==> src/rtl/tp84_rom_pkg.sv <==
// Memory map and loader state encoding shared by the TimePilot84 ROM loader.
// Regions are contiguous: each base is the previous base plus its size.
package tp84_rom_pkg;

  localparam int REGION_CNT = 6;

  // Region order: main, sub, snd, tile, spr, prom.
  localparam logic [24:0] REGION_BASE [REGION_CNT] = '{
    25'h00000, 25'h08000, 25'h0A000, 25'h0C000, 25'h10000, 25'h18000
  };
  localparam logic [24:0] REGION_SIZE [REGION_CNT] = '{
    25'h08000, 25'h02000, 25'h02000, 25'h04000, 25'h08000, 25'h00500
  };

  localparam logic [24:0] TOTAL_BYTES = 25'h18500;

  typedef enum logic [2:0] {
    IDLE,
    LOAD,
    CHECK,
    DONE,
    ERR
  } ldr_state_t;

endpackage

==> src/rtl/tp84_region_decode.sv <==
// Combinational ROM address decoder: download byte address to a one-hot region
// hit plus the region-relative offset. No hit for addresses past the last region.
module tp84_region_decode import tp84_rom_pkg::*; #(
  parameter int NUM_REGIONS = REGION_CNT,
  parameter int ADDR_W      = 16
) (
  input  logic [24:0]            addr,
  output logic [NUM_REGIONS-1:0] hit,
  output logic [ADDR_W-1:0]      offset
);

  logic [ADDR_W-1:0] part [NUM_REGIONS+1];

  assign part[0] = '0;

  // Comparing the offset against the size avoids forming base+size sums.
  for (genvar k = 0; k < NUM_REGIONS; k++) begin : g_region
    logic [24:0] rel;
    assign rel         = addr - REGION_BASE[k];
    assign hit[k]      = (addr >= REGION_BASE[k]) && (rel < REGION_SIZE[k]);
    assign part[k + 1] = part[k] | (hit[k] ? rel[ADDR_W-1:0] : '0);
  end

  assign offset = part[NUM_REGIONS];

endmodule

==> src/rtl/tp84_rom_loader.sv <==
// Routes hps_io ioctl ROM bytes to per-region write strobes, captures DIP and
// set-3 bytes, and holds the core in reset until a clean ROM image has loaded.
module tp84_rom_loader import tp84_rom_pkg::*; #(
  parameter int NUM_REGIONS = REGION_CNT,
  parameter int ADDR_W      = 16
) (
  input  logic                   clk_49m,
  input  logic                   reset,
  input  logic                   ioctl_download,
  input  logic                   ioctl_wr,
  input  logic [24:0]            ioctl_addr,
  input  logic [7:0]             ioctl_dout,
  input  logic [7:0]             ioctl_index,
  output logic [ADDR_W-1:0]      rom_addr,
  output logic [7:0]             rom_data,
  output logic [NUM_REGIONS-1:0] rom_we,
  output logic [15:0]            dip_sw,
  output logic                   is_set3,
  output logic                   core_hold,
  output logic                   load_done,
  output logic                   load_error
);

  ldr_state_t             state_q, state_d;
  logic [24:0]            count_q, count_d;
  logic                   overrun_q, overrun_d;
  logic                   done_q, done_d;
  logic                   error_q, error_d;
  logic [NUM_REGIONS-1:0] rom_we_q, rom_we_d;
  logic [ADDR_W-1:0]      rom_addr_q, rom_addr_d;
  logic [7:0]             rom_data_q, rom_data_d;
  logic [15:0]            dip_q, dip_d;
  logic                   set3_q, set3_d;

  logic [NUM_REGIONS-1:0] dec_hit;
  logic [ADDR_W-1:0]      dec_offset;
  logic                   rom_start;
  logic                   rom_wr;

  tp84_region_decode #(
    .NUM_REGIONS (NUM_REGIONS),
    .ADDR_W      (ADDR_W)
  ) u_decode (
    .addr   (ioctl_addr),
    .hit    (dec_hit),
    .offset (dec_offset)
  );

  assign rom_start = ioctl_download && (ioctl_index == 8'd0);
  assign rom_wr    = ioctl_wr && rom_start && (state_q == LOAD);

  always_comb begin
    state_d    = state_q;
    count_d    = count_q;
    overrun_d  = overrun_q;
    done_d     = done_q;
    error_d    = error_q;
    rom_we_d   = '0;
    rom_addr_d = rom_addr_q;
    rom_data_d = rom_data_q;
    dip_d      = dip_q;
    set3_d     = set3_q;

    case (state_q)
      IDLE, DONE, ERR: begin
        if (rom_start) begin
          state_d   = LOAD;
          count_d   = '0;
          overrun_d = 1'b0;
          done_d    = 1'b0;
          error_d   = 1'b0;
        end
      end
      LOAD: begin
        if (!ioctl_download) state_d = CHECK;
      end
      CHECK: begin
        if ((count_q == TOTAL_BYTES) && !overrun_q) begin
          state_d = DONE;
          done_d  = 1'b1;
        end else begin
          state_d = ERR;
          error_d = 1'b1;
        end
      end
      default: state_d = IDLE;
    endcase

    // Bytes beyond the image still count, so over-long images fail the check twice over.
    if (rom_wr) begin
      if (count_q != '1) count_d = count_q + 25'd1;
      if (ioctl_addr >= TOTAL_BYTES) overrun_d = 1'b1;
      rom_we_d   = dec_hit;
      rom_addr_d = dec_offset;
      rom_data_d = ioctl_dout;
    end

    if (ioctl_wr && ioctl_download && (ioctl_index == 8'd254) && (ioctl_addr[24:1] == '0)) begin
      if (ioctl_addr[0]) dip_d[15:8] = ~ioctl_dout;
      else               dip_d[7:0]  = ~ioctl_dout;
    end

    if (ioctl_wr && ioctl_download && (ioctl_index == 8'd1) && (ioctl_addr == '0)) begin
      set3_d = ioctl_dout[0];
    end
  end

  always_ff @(posedge clk_49m) begin
    if (reset) begin
      state_q    <= IDLE;
      count_q    <= '0;
      overrun_q  <= 1'b0;
      done_q     <= 1'b0;
      error_q    <= 1'b0;
      rom_we_q   <= '0;
      rom_addr_q <= '0;
      rom_data_q <= '0;
      dip_q      <= 16'hFFFF;
      set3_q     <= 1'b0;
    end else begin
      state_q    <= state_d;
      count_q    <= count_d;
      overrun_q  <= overrun_d;
      done_q     <= done_d;
      error_q    <= error_d;
      rom_we_q   <= rom_we_d;
      rom_addr_q <= rom_addr_d;
      rom_data_q <= rom_data_d;
      dip_q      <= dip_d;
      set3_q     <= set3_d;
    end
  end

  assign rom_we     = rom_we_q;
  assign rom_addr   = rom_addr_q;
  assign rom_data   = rom_data_q;
  assign dip_sw     = dip_q;
  assign is_set3    = set3_q;
  assign core_hold  = (state_q != DONE);
  assign load_done  = done_q;
  assign load_error = error_q;

endmodule

==> config.mk <==
export PLATFORM = sky130hd
export DESIGN_NAME = tp84_rom_loader
export DESIGN_NICKNAME = d
export VERILOG_FILES = /design/src/rtl/tp84_rom_pkg.sv /design/src/rtl/tp84_region_decode.sv /design/src/rtl/tp84_rom_loader.sv
export SDC_FILE = /design/constraint.sdc
export NUM_CORES = 1
export LEC_CHECK = 0
export ABC_AREA = 1
export BUFFER_PORTS_ARGS = -buffer_cell sky130_fd_sc_hd__buf_2
export CAP_MARGIN = 10
export CORE_ASPECT_RATIO = 2
export CORE_MARGIN = 8
export CORE_UTILIZATION = 55
export CTS_CLUSTER_SIZE = 20
export DETAILED_ROUTE_END_ITERATION = 8
export GPL_TIMING_DRIVEN = 1
export HOLD_SLACK_MARGIN = 0.1
export PLACE_DENSITY = 0.79
export SETUP_SLACK_MARGIN = 0.4
export SLEW_MARGIN = 20
export SYNTH_ARGS = -nofsm -noshare
export SYNTH_HDL_FRONTEND = slang
export SYNTH_SLANG_ARGS = --single-unit
==> constraint.sdc <==
create_clock -name clk_49m -period 2.45 [get_ports clk_49m]
set_input_delay 0.245 -clock clk_49m [delete_from_list [all_inputs] [get_ports clk_49m]]
set_output_delay 0.245 -clock clk_49m [all_outputs]
set_load 0.005 [all_outputs]
# == Word-level counts from Yosys, hierarchy flattened ==
# Index checks and enable logic that the tools add are counted.
# classes
add_sub_neg,6
multipliers,0
div,0
order_cmp,13
eq_ne,13
n_shift,0
mux,23
n_bitwise,8
reduce_logical,28
# ops
op,count
25-bit 2-to-1 mux,4
16-bit 2-to-1 mux,6
16-bit OR,5
"25-bit by 16-bit >= comparator with 1-bit output, second input constant",3
"25-bit by 17-bit >= comparator with 1-bit output, second input constant",3
"25-bit by 16-bit subtractor with 25-bit output, second input constant",3
"25-bit by 14-bit < comparator with 1-bit output, second input constant",2
"25-bit by 16-bit < comparator with 1-bit output, second input constant",2
"25-bit by 17-bit subtractor with 25-bit output, second input constant",2
"25-bit by 1-bit adder with 25-bit output, second input constant",1
"25-bit by 17-bit == test with 1-bit output, second input constant",1
"25-bit by 1-bit >= comparator with 1-bit output, second input constant",1
25-bit zero test,1
"25-bit by 11-bit < comparator with 1-bit output, second input constant",1
"25-bit by 15-bit < comparator with 1-bit output, second input constant",1
"25-bit != test, second input constant",1
24-bit zero test,1
1-bit logical AND,15
3-bit 2-to-1 mux,3
3-bit one-hot mux with 3 select lines,1
"8-bit by 1-bit == test with 1-bit output, second input constant",1
"8-bit == test, second input constant",1
8-bit zero test,1
"2-bit != test, second input constant",4
15 further kinds,27
# totals
register_bits,78
latchBits,0
ram_bits,0
romBits,0
inputBits,45
out_inout_bits,50
elab_cells,102
mem_count,0

# == Depth between registers and ports, before layout ==
# Gate-level depths: netlist (run 1).
# logic_depth
depth_word,9
ltp_mapped,17

# == Cells and area by module ==
# From an unflattened synthesis (run 1), not the netlist that was laid out.
# hier_totals
cells_unflattened,867
hier_area_um2,5247.5
# by_module_without_submodules
mod,n_inst,cells_per_inst,area_per_inst_um2,seq_area_each_um2
tp84_rom_loader,1,618,4065.1,1561.5
tp84_region_decode,1,249,1182.4,0.0

# == Worst setup path after synthesis (run 1) ==
# No wires, ideal clock.
# synth_path
path_kind,in2reg
from,input ioctl_addr[17]
to,"register rom_addr_q[3], in the netlist rom_addr[3]"
arrival_time_ps,1900
slack_ps,426
cell_stages,16
path_cell_list,buf_2 > inv_1 > ha_1 > nand2_1 > nand2_1 > o21ai_0 > nand2_1 > nand2_1 > nor2_1 > nand2_1 > nor2_4 > nor2_2 > nand2_4 > buf_12 > nand2_2 > a21oi_2
# synth_between
elab_chain_cells,9
word_cells_on_any_way,34
# synth_rtl
element,line_no,source
start: declaration,tp84_rom_loader.sv:11,"input logic [24:0] ioctl_addr,"
25-bit by 16-bit subtractor with 25-bit output,tp84_region_decode.sv:19,assign rel = addr - REGION_BASE[k];
25-bit by 14-bit < comparator with 1-bit output,tp84_region_decode.sv:20,assign hit[k] = (addr >= REGION_BASE[k]) && (rel < REGION_SIZE[k]);
1-bit logical AND,tp84_region_decode.sv:20,
16-bit 2-to-1 mux,tp84_region_decode.sv:21,assign part[k + 1] = part[k] | (hit[k] ? rel[ADDR_W-1:0] : '0);
16-bit OR (4 in series),tp84_region_decode.sv:21,
16-bit OR (*),tp84_region_decode.sv:21,
end signal: assignment,tp84_rom_loader.sv:127,rom_addr_q <= rom_addr_d;
end: declaration,tp84_rom_loader.sv:30,"logic [ADDR_W-1:0] rom_addr_q, rom_addr_d;"
# Mark *: on every way between the ends. The rest lies on a longest branch, timed or not.
# A chain may end at the register's enable or synchronous reset.

# == Worst setup path in the final report (run 1) ==
# layout_path
from,register count_q[0]
to,register count_q[19]
# layout_between
elab_chain_cells,3
word_cells_on_any_way,4
# layout_rtl
element,line_no,source
start: declaration,tp84_rom_loader.sv:25,"logic [24:0] count_q, count_d;"
start signal: assignment,tp84_rom_loader.sv:122,count_q <= count_d;
25-bit by 1-bit adder with 25-bit output or 25-bit != test (tied branches),tp84_rom_loader.sv:91,if (count_q != '1) count_d = count_q + 25'd1;
25-bit 2-to-1 mux (*),tp84_rom_loader.sv:91,
25-bit 2-to-1 mux (*),tp84_rom_loader.sv:90,if (rom_wr) begin
# Marked as above.

==> metrics.txt, run 1 <==
worst slack after detailed placement 0.156 ns; footprint of the flip-flops and latches 1570 µm²; antenna-violating nets left 0; Vias/cell 5.89; Setup crit end kind register; vertical die dimension 152 µm; Final Wtd Congestion 1.14; final core area utilization 0.681; num rows 49; TritonCTS clock tree yes; maximum number of pins on one net before global-route repair 41; Top-Level Pins 95; Hold Worst Slack 0.176 ns; clock network latency to the later pin of the worst-skew pair 0.33 ns; core region area 8950 µm²; half-perimeter wire length after placement 14800 µm; slowest stage cell, crit path sky130_fd_sc_hd__dfxtp_4; DR WL/cell 19.4 µm; count of endpoints failing hold in the final timing report 0; CP arrival 2.22 ns; number of buffers created by CTS 9; final slew viol count 0; Seq cells post-synth 78; path type of the worst setup path reg -> reg; RSZ-0062 raised after global routing true; post-synthesis cell type count 45; maximum clock insertion buffer count 2; startpoint type of the worst setup path register; share of the synthesized area in the top cell type 0.309; sequence of cells on the critical path ha_4, nand2_2, nor2_4, nand2_2, nor2_4, nand2_4, nor2_4, nand3_2, o21ai_2, buf_6, inv_2, nand2_1, nand2_1, nand2_1, inv_1; Syn Inst Count 765; post-detailed-route DRC marker count 0; number of search-and-repair iterations in the first detailed-routing pass 5; top_reg_cell synth sky130_fd_sc_hd__dfxtp_1; final period utilization 0.815; Initial DRC Count 362; cell at the root of the clock tree sky130_fd_sc_hd__clkbuf_16; GR Overflow Total 0; vias in the first global route 5772; number of H-tree branching levels 3; share of synthesized area occupied by flip-flops and latches 0.309; multi-input gate area in the final layout 3070 µm²; number of buffers added on ports 94; Syn Nets 822; initial core utilization 0.564; # diodes 0; Data required, critical path 2.68 ns; count of flip-flops with a built-in enable after synthesis 0; worst IR drop on VDD 0.349 mV; first-pass GRT wire length 28800 µm; initial antenna violation count 0; combined global-route utilization of all metal layers 0.288; max-capacitance violation count 0; Netlist Area Pre-Place 5050 µm²; fraction of layout instances using a drive strength above 1 0.242; maximum fanout along the worst path 6; TritonCTS sink count 78; Vias 5738; crit path time final 2.00 ns; commonest cells in the netlist sky130_fd_sc_hd__nand2_1, sky130_fd_sc_hd__inv_1, sky130_fd_sc_hd__nor2_1; WP buf/inv 3; Fill cells 815; final wirelength 18900 µm; worst clock skew 0.00781 ns; dominant cell by count in the synthesized netlist sky130_fd_sc_hd__nand2_1; status finished, final reports clean; Warnings, synthesis 0; final setup violation count 0; net total in the final layout 925; Post-Synthesis Mean Instance Area 6.60 µm²; Clock transition at path regs 0.06 ns; Worst slew margin 0.460; longest individual stage delay on the worst path 0.37 ns; highest clock frequency the design can meet 501 MHz; Crit path max-delay family simple AND/OR/NAND/NOR gates; Total Negative Setup Slacks 0 ns; transition at the pin with the smallest max-transition slack 0.802 ns; horizontal die dimension 83.8 µm; class of the most critical hold timing path in -> reg; reported leakage power 2.91 nW; post-layout worst setup margin 0.454 ns; power after layout 3.16 mW; full die area 12700 µm²; power density of the placed cells 517 nW/µm²; hold-fix buffers at CTS 0; biggest area consumer among synthesized cells sky130_fd_sc_hd__dfxtp_1; synthesis-to-layout area growth 20.8%; synth top area cells sky130_fd_sc_hd__dfxtp_1, sky130_fd_sc_hd__nand2_1, sky130_fd_sc_hd__nand3_1, sky130_fd_sc_hd__inv_1, sky130_fd_sc_hd__nor2_1; asr flop ratio synth 0
[final timing paths]
kind                  from      endpoint  slack (ns)  cells after the start
max             count_q[0]   count_q[19]        0.45                     15
min          ioctl_dout[5]    dip_sw[13]        0.18                      2
max reg2reg     count_q[0]   count_q[19]        0.45                     15
min reg2reg   rom_addr[15]  rom_addr[15]        0.46                      2
[per-stage QoR]
stage | area [µm²] | std cells
final | 6100 | 975
after global routing | 6100 | 975
after CTS | 5980 | 968
after detailed placement | 5610 | 949
after global placement | 5610 | 949
after floorplan | 5050 | 765
[layout by cell type (no fill, tap or decap), types with 3 or more instances in the layout]
cell type / instances
sky130_fd_sc_hd__buf_4: 19
sky130_fd_sc_hd__ha_1: 10
sky130_fd_sc_hd__xor2_1: 12
sky130_fd_sc_hd__nand2_1: 174
sky130_fd_sc_hd__dfxtp_1: 76
sky130_fd_sc_hd__nor2_2: 6
sky130_fd_sc_hd__nand3b_1: 3
sky130_fd_sc_hd__a21oi_1: 41
sky130_fd_sc_hd__o211ai_1: 17
sky130_fd_sc_hd__and3_1: 3
sky130_fd_sc_hd__nor4_1: 5
sky130_fd_sc_hd__o21ai_0: 31
sky130_fd_sc_hd__nor3_4: 3
sky130_fd_sc_hd__nand2_4: 3
sky130_fd_sc_hd__nand3_1: 64
sky130_fd_sc_hd__nand4_1: 20
sky130_fd_sc_hd__nor2_4: 9
sky130_fd_sc_hd__buf_2: 95
sky130_fd_sc_hd__nor2_1: 81
sky130_fd_sc_hd__o21ai_1: 6
sky130_fd_sc_hd__xnor2_1: 3
sky130_fd_sc_hd__clkbuf_8: 3
sky130_fd_sc_hd__nor3_1: 16
sky130_fd_sc_hd__clkbuf_16: 9
sky130_fd_sc_hd__a21oi_2: 11
sky130_fd_sc_hd__inv_2: 11
sky130_fd_sc_hd__a211oi_1: 3
sky130_fd_sc_hd__inv_1: 84
sky130_fd_sc_hd__nand3_2: 5
sky130_fd_sc_hd__nand2_2: 20
[flip-flops by register name (all words and copies together) (netlist names)]
name        flops
count_q        25
dip_sw         16
rom_addr       16
rom_data        8
rom_we          6
state_q         3
is_set3         1
load_done       1
load_error      1
overrun_q       1
[where the power goes]
part / internal [mW] / switching [mW] / total, mW
registers: 1.28 / 0.0146 / 1.30
clock network: 0.974 / 0.495 / 1.47
logic: 0.117 / 0.271 / 0.388
total: 2.37 / 0.781 / 3.16
[what timing repair did]
item	in CTS	in global routing
setup buffers	2	6
resized for setup	4	17
gates cloned	1	1
endpoints found under the setup margin	14	38
pin swaps	2	9
[per-layer routing]
metal  wire, µm  part of all wire  global-route usage  vias up
met5          0                 0                   0        -
met4       1620             0.086               0.242        0
met3        794             0.042              0.0551       99
met2      10600              0.56               0.571      268
met1       5860              0.31               0.231     2652
li1           -                 -                   -     2719
[cells by family after synthesis]
group	count (synthesis)	synth area share
AOI/OAI and AO/OA	118	0.139
xor gates and xnor gates	15	0.0260
adders and majority gates	12	0.0297
buffers and inverters	122	0.0991
DFF	78	0.309
and+or+nand+nor	420	0.397
[final cells by class]
class / count / share of cell area
multi-input cells: 566 / 0.503
flip-flops and latches: 78 / 0.257
repair buffers: 115 / 0.103
inverters: 98 / 0.0607
clock buffers: 13 / 0.0443
well taps: 102 / 0.0209
clock inverters: 3 / 0.0107
[worst reg2reg max path, stage by stage, from the launching register on]
cell and delay [ns]:
sky130_fd_sc_hd__dfxtp_4 0.37, sky130_fd_sc_hd__ha_4 0.13, sky130_fd_sc_hd__nand2_2 0.07, sky130_fd_sc_hd__nor2_4 0.11, sky130_fd_sc_hd__nand2_2 0.09, sky130_fd_sc_hd__nor2_4 0.17
sky130_fd_sc_hd__nand2_4 0.09, sky130_fd_sc_hd__nor2_4 0.12, sky130_fd_sc_hd__nand3_2 0.11, sky130_fd_sc_hd__o21ai_2 0.19, sky130_fd_sc_hd__buf_6 0.15, sky130_fd_sc_hd__inv_2 0.05
sky130_fd_sc_hd__nand2_1 0.07, sky130_fd_sc_hd__nand2_1 0.06, sky130_fd_sc_hd__nand2_1 0.05, sky130_fd_sc_hd__inv_1 0.04
No activity file was read; power rests on OpenSTA's default activity.
==> run 2, diff against run 1 <==
ABC_AREA = 0   (was 1)
CORE_UTILIZATION = 49   (was 55)
PLACE_DENSITY = 0.76   (was 0.79)
clock period = 1.6 ns   (was 2.45 ns; I/O delays follow)
==> run 2 against run 1 <==
Compared with the run above:
- the flow now stops in global routing
- synthesized cell count is 30% lower
- area after synthesis is 16% lower
==> metrics.txt, run 2 <==
status aborted with a tool error; stage where the run ended global routing; Run Error [ERROR GRT-0232] Routing congestion too high. Check the congestion heatmap in the GUI.; Syn Inst Count 532 (-30%); asr flop ratio synth 0 (unchanged); horizontal die dimension 81.7 µm (-2.4%); number of buffers created by CTS 9 (unchanged); GR Overflow Total 46; Syn Nets 588 (-28%); commonest cells in the netlist sky130_fd_sc_hd__dfxtp_1, sky130_fd_sc_hd__nand2_1, sky130_fd_sc_hd__nor2_1; half-perimeter wire length after placement 13300 µm (-10%); number of H-tree branching levels 3 (unchanged); vertical die dimension 147 µm (-2.7%); dominant cell by count in the synthesized netlist sky130_fd_sc_hd__dfxtp_1; synth top area cells sky130_fd_sc_hd__dfxtp_1, sky130_fd_sc_hd__nand2_1, sky130_fd_sc_hd__nand3_1, sky130_fd_sc_hd__nor2_1, sky130_fd_sc_hd__a211o_1; post-synthesis cell type count 60 (+33%); Final Wtd Congestion 1.02 (-10%); maximum clock insertion buffer count 2 (unchanged); TritonCTS sink count 78 (unchanged); combined global-route utilization of all metal layers 0.653; Post-Synthesis Mean Instance Area 7.96 µm² (+21%); num rows 48 (-2.0%); top_reg_cell synth sky130_fd_sc_hd__dfxtp_1; cell at the root of the clock tree sky130_fd_sc_hd__clkbuf_16; worst ep type register input; biggest area consumer among synthesized cells sky130_fd_sc_hd__dfxtp_1; Seq cells post-synth 78 (unchanged); share of synthesized area occupied by flip-flops and latches 0.369 (+0.0596); worst setup endpoint GRT dip_sw[0]$_SDFFE_PP1P_/D; worst slack after detailed placement -0.811 ns (-0.967 ns); initial core utilization 0.496 (-0.0677); maximum number of pins on one net before global-route repair 27; count of flip-flops with a built-in enable after synthesis 0 (unchanged); number of buffers added on ports 94 (unchanged); standard cell area after detailed placement 6340 µm² (+13%); share of the synthesized area in the top cell type 0.369 (+0.0596); Netlist Area Pre-Place 4230 µm² (-16%); Top-Level Pins 95 (unchanged); Warnings, synthesis 0 (unchanged)
-- run 2: kinds of logic after synthesis --
kind of cell,after synthesis,share of synthesized area
adders and majority gates,11,0.0325
AOI/OAI and AO/OA,121,0.199
DFF,78,0.369
xor gates and xnor gates,13,0.0269
buffers and inverters,54,0.0508
and+or+nand+nor,252,0.315
muxes,3,0.00709
-- run 2: per-layer routing --
metal | GRT usage | overflow
met1 | 0.615 | 0
met5 | 0.0521 | 0
met4 | 0.695 | 20
met2 | 0.833 | 25
met3 | 0.487 | 1
-- run 2: through the flow --
stage | util | cells
floorplan | - | 532
global placement | 0.743 | 854
detailed placement | 0.743 | 854
CTS | 0.899 | 914
-- run 2: timing repair --
item / CTS
pin swaps: 51
endpoints found under the setup margin: 79
resized for setup: 164
hold buffers: 9
endpoints found under the hold margin: 9
gates cloned: 4
setup buffers: 32
==> run 3, diff against run 2 <==
CORE_ASPECT_RATIO = default   (was 2)
CORE_UTILIZATION = 40   (was 49)
CTS_CLUSTER_SIZE = default   (was 20)
HOLD_SLACK_MARGIN = default   (was 0.1)
PLACE_DENSITY = default   (was 0.76)
PLACE_DENSITY_LB_ADDON = 0.15   (was default)
SETUP_SLACK_MARGIN = default   (was 0.4)
clock period = 2.1 ns   (was 1.6 ns; I/O delays follow)
==> run 3 against run 2 <==
Compared with the run above:
- the run now ends clean
- synthesized cell count is the same
- area after synthesis stayed put
==> metrics.txt, run 3 <==
initial antenna violation count 0; status finished, final reports clean; antenna-violating nets left 0; Netlist Area Pre-Place 4230 µm² (unchanged); final wirelength 14200 µm; horizontal die dimension 119 µm (+45%); maximum clock insertion buffer count 2 (unchanged); startpoint type of the worst setup path register; fraction of layout instances using a drive strength above 1 0.326; net total in the final layout 764; final setup violation count 0; Crit path max-delay family simple AND/OR/NAND/NOR gates; number of instances in the placed design 832 (-2.6%); worst clock skew 0.0107 ns; sequence of cells on the critical path nand4_1, buf_4, nor4_2, nand2_1, or3_1, o41ai_1; Final Wtd Congestion 0.917 (-11%); GR Overflow Total 0; worst IR drop on VDD 0.354 mV; initial core utilization 0.410 (-0.0863); share of the synthesized area in the top cell type 0.369 (unchanged); Critical Path Start count_q[7]; vias in the first global route 4613; count of flip-flops with a built-in enable after synthesis 0 (unchanged); Syn Inst Count 532 (unchanged); full die area 14100 µm²; power after layout 2.95 mW; half-perimeter wire length after placement 11100 µm (-17%); post-detailed-route DRC marker count 0; Internal Pwr Total 2.20 mW; CP arrival 2.31 ns; max-capacitance violation count 0; final core area utilization 0.562; beginning of the worst register-to-register path count_q[7]; number of H-tree branching levels 3 (unchanged); Vias 4713; post-synthesis cell type count 60 (unchanged); asr flop ratio synth 0 (unchanged); sw frac 0.253; Seq cells post-synth 78 (unchanged); Vias/cell 5.56; synth top area cells sky130_fd_sc_hd__dfxtp_1, sky130_fd_sc_hd__nand2_1, sky130_fd_sc_hd__nand3_1, sky130_fd_sc_hd__nor2_1, sky130_fd_sc_hd__a211o_1; slowest stage cell, crit path sky130_fd_sc_hd__dfxtp_1; share of synthesized area occupied by flip-flops and latches 0.369 (unchanged); number of search-and-repair iterations in the first detailed-routing pass 5; path type of the worst setup path reg -> reg; final period utilization 0.981; maximum fanout along the worst path 6; Initial DRC Count 369; relative contribution of combinational cells to total power 0.113; Setup crit end kind register; reported leakage power 2.34 nW; setup slack, reg-to-reg 0.04 ns; WP buf/inv 1; count of endpoints failing hold in the final timing report 0; most used cells in the layout excluding fill and tap cells sky130_fd_sc_hd__buf_4, sky130_fd_sc_hd__buf_2, sky130_fd_sc_hd__dfxtp_1; longest individual stage delay on the worst path 0.40 ns; crit path time final 2.06 ns; TritonCTS sink count 78 (unchanged); vertical die dimension 119 µm (-19%); first-pass GRT wire length 23300 µm; Sequential Power Share 0.500; commonest cells in the netlist sky130_fd_sc_hd__dfxtp_1, sky130_fd_sc_hd__nand2_1, sky130_fd_sc_hd__nor2_1; class of the most critical hold timing path in -> reg; Warnings, synthesis 0 (unchanged); DR WL/cell 16.7 µm; highest clock frequency the design can meet 485 MHz; Syn Nets 588 (unchanged); NetSw 748 µW; number of buffers created by CTS 9 (unchanged); top_reg_cell synth sky130_fd_sc_hd__dfxtp_1; Data required, critical path 2.35 ns; worst slack after detailed placement -0.318 ns (+0.493 ns); combined global-route utilization of all metal layers 0.197; part of the power in the clock network 0.386; most common cell after layout, fill and taps aside sky130_fd_sc_hd__buf_4; transition at the pin with the smallest max-transition slack 0.640 ns; max reg flops 25; # diodes 0; Most flops, register count_q; hold-fix buffers at CTS 0 (-9); core region area 10300 µm²; post-layout worst setup margin 0.0397 ns; maximum number of pins on one net before global-route repair 38; RSZ-0062 raised after global routing true; dominant cell by count in the synthesized netlist sky130_fd_sc_hd__dfxtp_1; power density of the placed cells 509 nW/µm²; Worst slew margin 0.573; Post-Synthesis Mean Instance Area 7.96 µm² (unchanged); Post-Layout Cell Count 848; Top-Level Pins 95 (unchanged); TritonCTS clock tree yes; HP Start ioctl_addr[1]; biggest area consumer among synthesized cells sky130_fd_sc_hd__dfxtp_1; cell at the root of the clock tree sky130_fd_sc_hd__clkbuf_8; final slew viol count 0; clock network latency to the later pin of the worst-skew pair 0.35 ns; num rows 37 (-23%); Clock transition at path regs 0.09 ns; synthesis-to-layout area growth 37.0%; number of buffers added on ports 94 (unchanged)
## run 3: cell counts after synthesis
No cell type changed its count.
## run 3: cell type report
class                           instances  area [µm²]
Timing Repair Buffer                  195        1250
Clock buffer                           10         138
Multi-Input combinational cell        400        2530
Clock inverter                          5        58.8
Inverter                               24        90.1
Sequential cell                        78        1560
Tap cell                              136         170
Fill cell                            1000        4520
## run 3: metrics by stage
step	hold WS (ns)	instance area, µm²	setup TNS [ns]
after global routing	0.116	5800	-0.157
after CTS	0.109	5750	0
final	0.122	5800	0
after global placement	0.427	5550	-7.86
after detailed placement	0.439	5550	-7.54
after floorplan	0.341	4280	-2.18
## run 3: cells by family (layout without fill, tap and decap cells)
family,after synthesis,after routing,synth area share
AO/OA/AOI/OAI,121,121,0.199
XOR/XNOR,13,13,0.0269
adder cells (fa/ha/maj),11,11,0.0325
buffers and inverters,54,234,0.0508
flip-flops,78,78,0.369
multiplexers,3,3,0.00709
AND/OR/NAND/NOR,252,252,0.315
## run 3: tightest hold or removal path: stages
cell and delay [ns]:
sky130_fd_sc_hd__buf_2 0.10, sky130_fd_sc_hd__a22oi_1 0.06, sky130_fd_sc_hd__o21ai_0 0.06
## run 3: final timing paths
path | to | depth (start not counted)
max | count_q[18] | 6
min reg2reg | rom_data[5] | 2
min | rom_addr[1] | 3
max reg2reg | count_q[18] | 6
## run 3: layer usage
layer / up-vias / GRT usage / wire, µm
li1: 2302 / - / -
met1: 2196 / 0.269 / 6550
met2: 200 / 0.298 / 6210
met3: 15 / 0.0548 / 1220
met4: 0 / 0.0514 / 197
met5: - / 0 / 0
## run 3: power by group through the flow
stage	Combinational, mW	Sequential [mW]	Clock (mW)
2_1_floorplan	0.132	1.51	0
3_3_place_gp	0.324	1.51	0
3_5_place_dp	0.325	1.51	0
4_1_cts	0.327	1.48	1.18
5_1_grt	0.360	1.48	1.23
6_report	0.334	1.48	1.14
## run 3: what timing repair did
item / in CTS / in global routing
pin swaps: 0 / 2
setup buffers: 0 / 1
setup endpoints to repair: 3 / 26
gates resized for setup: 1 / 13
==> run 4, diff against run 3 <==
CORE_UTILIZATION = 47   (was 40)
==> run 4 against run 3 <==
Compared with the run above:
- design area grew 0.32%
- critical path depth is the same
- clock power grew 16%
- global-route usage grew 1.3 points
- clock-buffer cell count shrank 1
- non-clock buffer count grew 3
- die area shrank 13%
- critical endpoint unchanged
==> metrics.txt, run 4 (synthesis gave the netlist of run 3 again) <==
core region area 8720 µm² (-16%); maximum number of pins on one net before global-route repair 37 (-2.6%); post-cts resize count 3 (+2); Worst slew margin 0.571 (-0.00110); final setup violation count 0 (unchanged); TritonCTS sink count 78 (unchanged); vias in the first global route 4527 (-1.9%); half-perimeter wire length after placement 10500 µm (-4.9%); power density of the placed cells 538 nW/µm² (+5.8%); path type of the worst setup path reg -> reg; number of H-tree branching levels 3 (unchanged); TritonCTS clock tree yes; final period utilization 0.978 (-0.00279); Clock transition at path regs 0.10 ns (about the same); hold-fix buffers at CTS 0 (unchanged); crit path time final 2.05 ns (-0.00585 ns); final slew viol count 0 (unchanged); Most flops, register count_q; setup slack, reg-to-reg 0.05 ns (about the same); vertical die dimension 111 µm (-6.7%); startpoint type of the worst setup path register; GR Overflow Total 0 (unchanged); most used cells in the layout excluding fill and tap cells sky130_fd_sc_hd__buf_4, sky130_fd_sc_hd__buf_2, sky130_fd_sc_hd__dfxtp_1; maximum clock insertion buffer count 2 (unchanged); initial core utilization 0.486 (+0.0754); horizontal die dimension 111 µm (-6.7%); number of search-and-repair iterations in the first detailed-routing pass 5 (unchanged); most common cell after layout, fill and taps aside sky130_fd_sc_hd__buf_4; status finished, final reports clean; final wirelength 13500 µm (-4.8%); first-pass GRT wire length 22000 µm (-5.7%); synthesis-to-layout area growth 37.5%; worst IR drop on VDD 0.381 mV (+7.7%); count of endpoints failing hold in the final timing report 0 (unchanged); Hold Worst Slack 0.0918 ns (-0.0298 ns); number of buffers created by CTS 9 (unchanged); highest clock frequency the design can meet 487 MHz (+0.28%); Fill cells 751 (-25%); post-detailed-route DRC marker count 0 (unchanged); full die area 12300 µm² (-13%); reported leakage power 2.38 nW (+1.9%); CP arrival 2.32 ns (about the same); Setup crit end kind register; combined global-route utilization of all metal layers 0.210 (+0.0132); net total in the final layout 767 (+0.39%); cell at the root of the clock tree sky130_fd_sc_hd__clkbuf_8; clock network latency to the later pin of the worst-skew pair 0.36 ns (about the same); Vias 4642 (-1.5%); Vias/cell 5.63 (+1.4%); initial antenna violation count 0 (unchanged); maximum fanout along the worst path 6 (unchanged); num rows 34 (-8.1%); number of buffers added on ports 94 (unchanged); fraction of layout instances using a drive strength above 1 0.331 (+0.00516); power after layout 3.13 mW (+6.1%); DR WL/cell 16.4 µm (-2.0%); transition at the pin with the smallest max-transition slack 0.642 ns (+0.00166 ns); antenna-violating nets left 0 (unchanged); # Post-CTS Setup Buffers 0 (unchanged); max-capacitance violation count 0 (unchanged); max reg flops 25 (unchanged); Data required, critical path 2.36 ns (about the same); Final Wtd Congestion 0.981 (+7.0%); RSZ-0062 raised after global routing true; Initial DRC Count 247 (-33%); worst clock skew 0.0159 ns (+0.00519 ns); class of the most critical hold timing path in -> reg; Top-Level Pins 95 (unchanged); # diodes 0 (unchanged)
## run 4: cell count changes in the layout (fill, tap and decap cells not counted), moves of 2 or more
| cell | previous run | this run |
|---|---|---|
| sky130_fd_sc_hd__inv_6 | 1 | 4 |
| sky130_fd_sc_hd__nor4_1 | 16 | 18 |
| sky130_fd_sc_hd__buf_4 | 99 | 102 |
| sky130_fd_sc_hd__nor4_2 | 4 | 2 |
| sky130_fd_sc_hd__nor4b_1 | 7 | 5 |
| sky130_fd_sc_hd__clkinvlp_4 | 2 | 0 |
| sky130_fd_sc_hd__nor4b_2 | 0 | 2 |
## run 4: power by group
| part | internal [mW] | total [mW] | leakage, nW | switching, mW |
|---|---|---|---|---|
| logic | 0.152 | 0.331 | 1.64 | 0.179 |
| registers | 1.48 | 1.48 | 0.629 | 0.0000470 |
| clock network | 0.685 | 1.32 | 0.115 | 0.638 |
## run 4: worst max-delay path, cell delays in order, from the launching register on
cell and delay, ns:
sky130_fd_sc_hd__dfxtp_1 0.41, sky130_fd_sc_hd__nand4_1 0.21, sky130_fd_sc_hd__nor4_1 0.43, sky130_fd_sc_hd__buf_4 0.18
sky130_fd_sc_hd__nand2_1 0.12, sky130_fd_sc_hd__or3_1 0.35, sky130_fd_sc_hd__o41ai_1 0.25
## run 4: per-layer routing
metal	track usage	up-vias	routed length, µm
li1	-	2326	-
met1	0.252	2156	6070
met2	0.361	135	6520
met3	0.0395	25	635
met4	0.0802	0	272
met5	0	-	0
## run 4: stage by stage
step / utilization / setup WS, ns / instance area (µm²) / cells / TNS (ns)
floorplan: - / -0.223 / 4280 / 532 / -2.18
detailed placement: 0.635 / -0.471 / 5540 / 808 / -9.77
global route: 0.667 / -0.0311 / 5820 / 824 / -0.0425
finish: 0.667 / 0.0455 / 5820 / 824 / 0
global placement: 0.635 / -0.375 / 5540 / 808 / -8.13
CTS: 0.662 / 0.0148 / 5770 / 824 / 0
## run 4: cell type report
| class | count | area (µm²) | area share |
|---|---|---|---|
| Clock buffer | 9 | 124 | 0.0213 |
| Clock inverter | 7 | 100 | 0.0172 |
| Multi-Input combinational cell | 400 | 2530 | 0.435 |
| Tap cell | 108 | 135 | 0.0232 |
| Timing Repair Buffer | 198 | 1280 | 0.219 |
| Inverter | 24 | 90.1 | 0.0155 |
| Sequential cell | 78 | 1560 | 0.268 |
## run 4: path summary, 6_finish.rpt
check                                    from           to  cells past startpoint
worst min register to register     load_error   load_error                      2
worst max-delay path               count_q[7]  count_q[18]                      6
worst min-delay path            ioctl_addr[2]  rom_addr[2]                      3
worst max register to register     count_q[7]  count_q[18]                      6
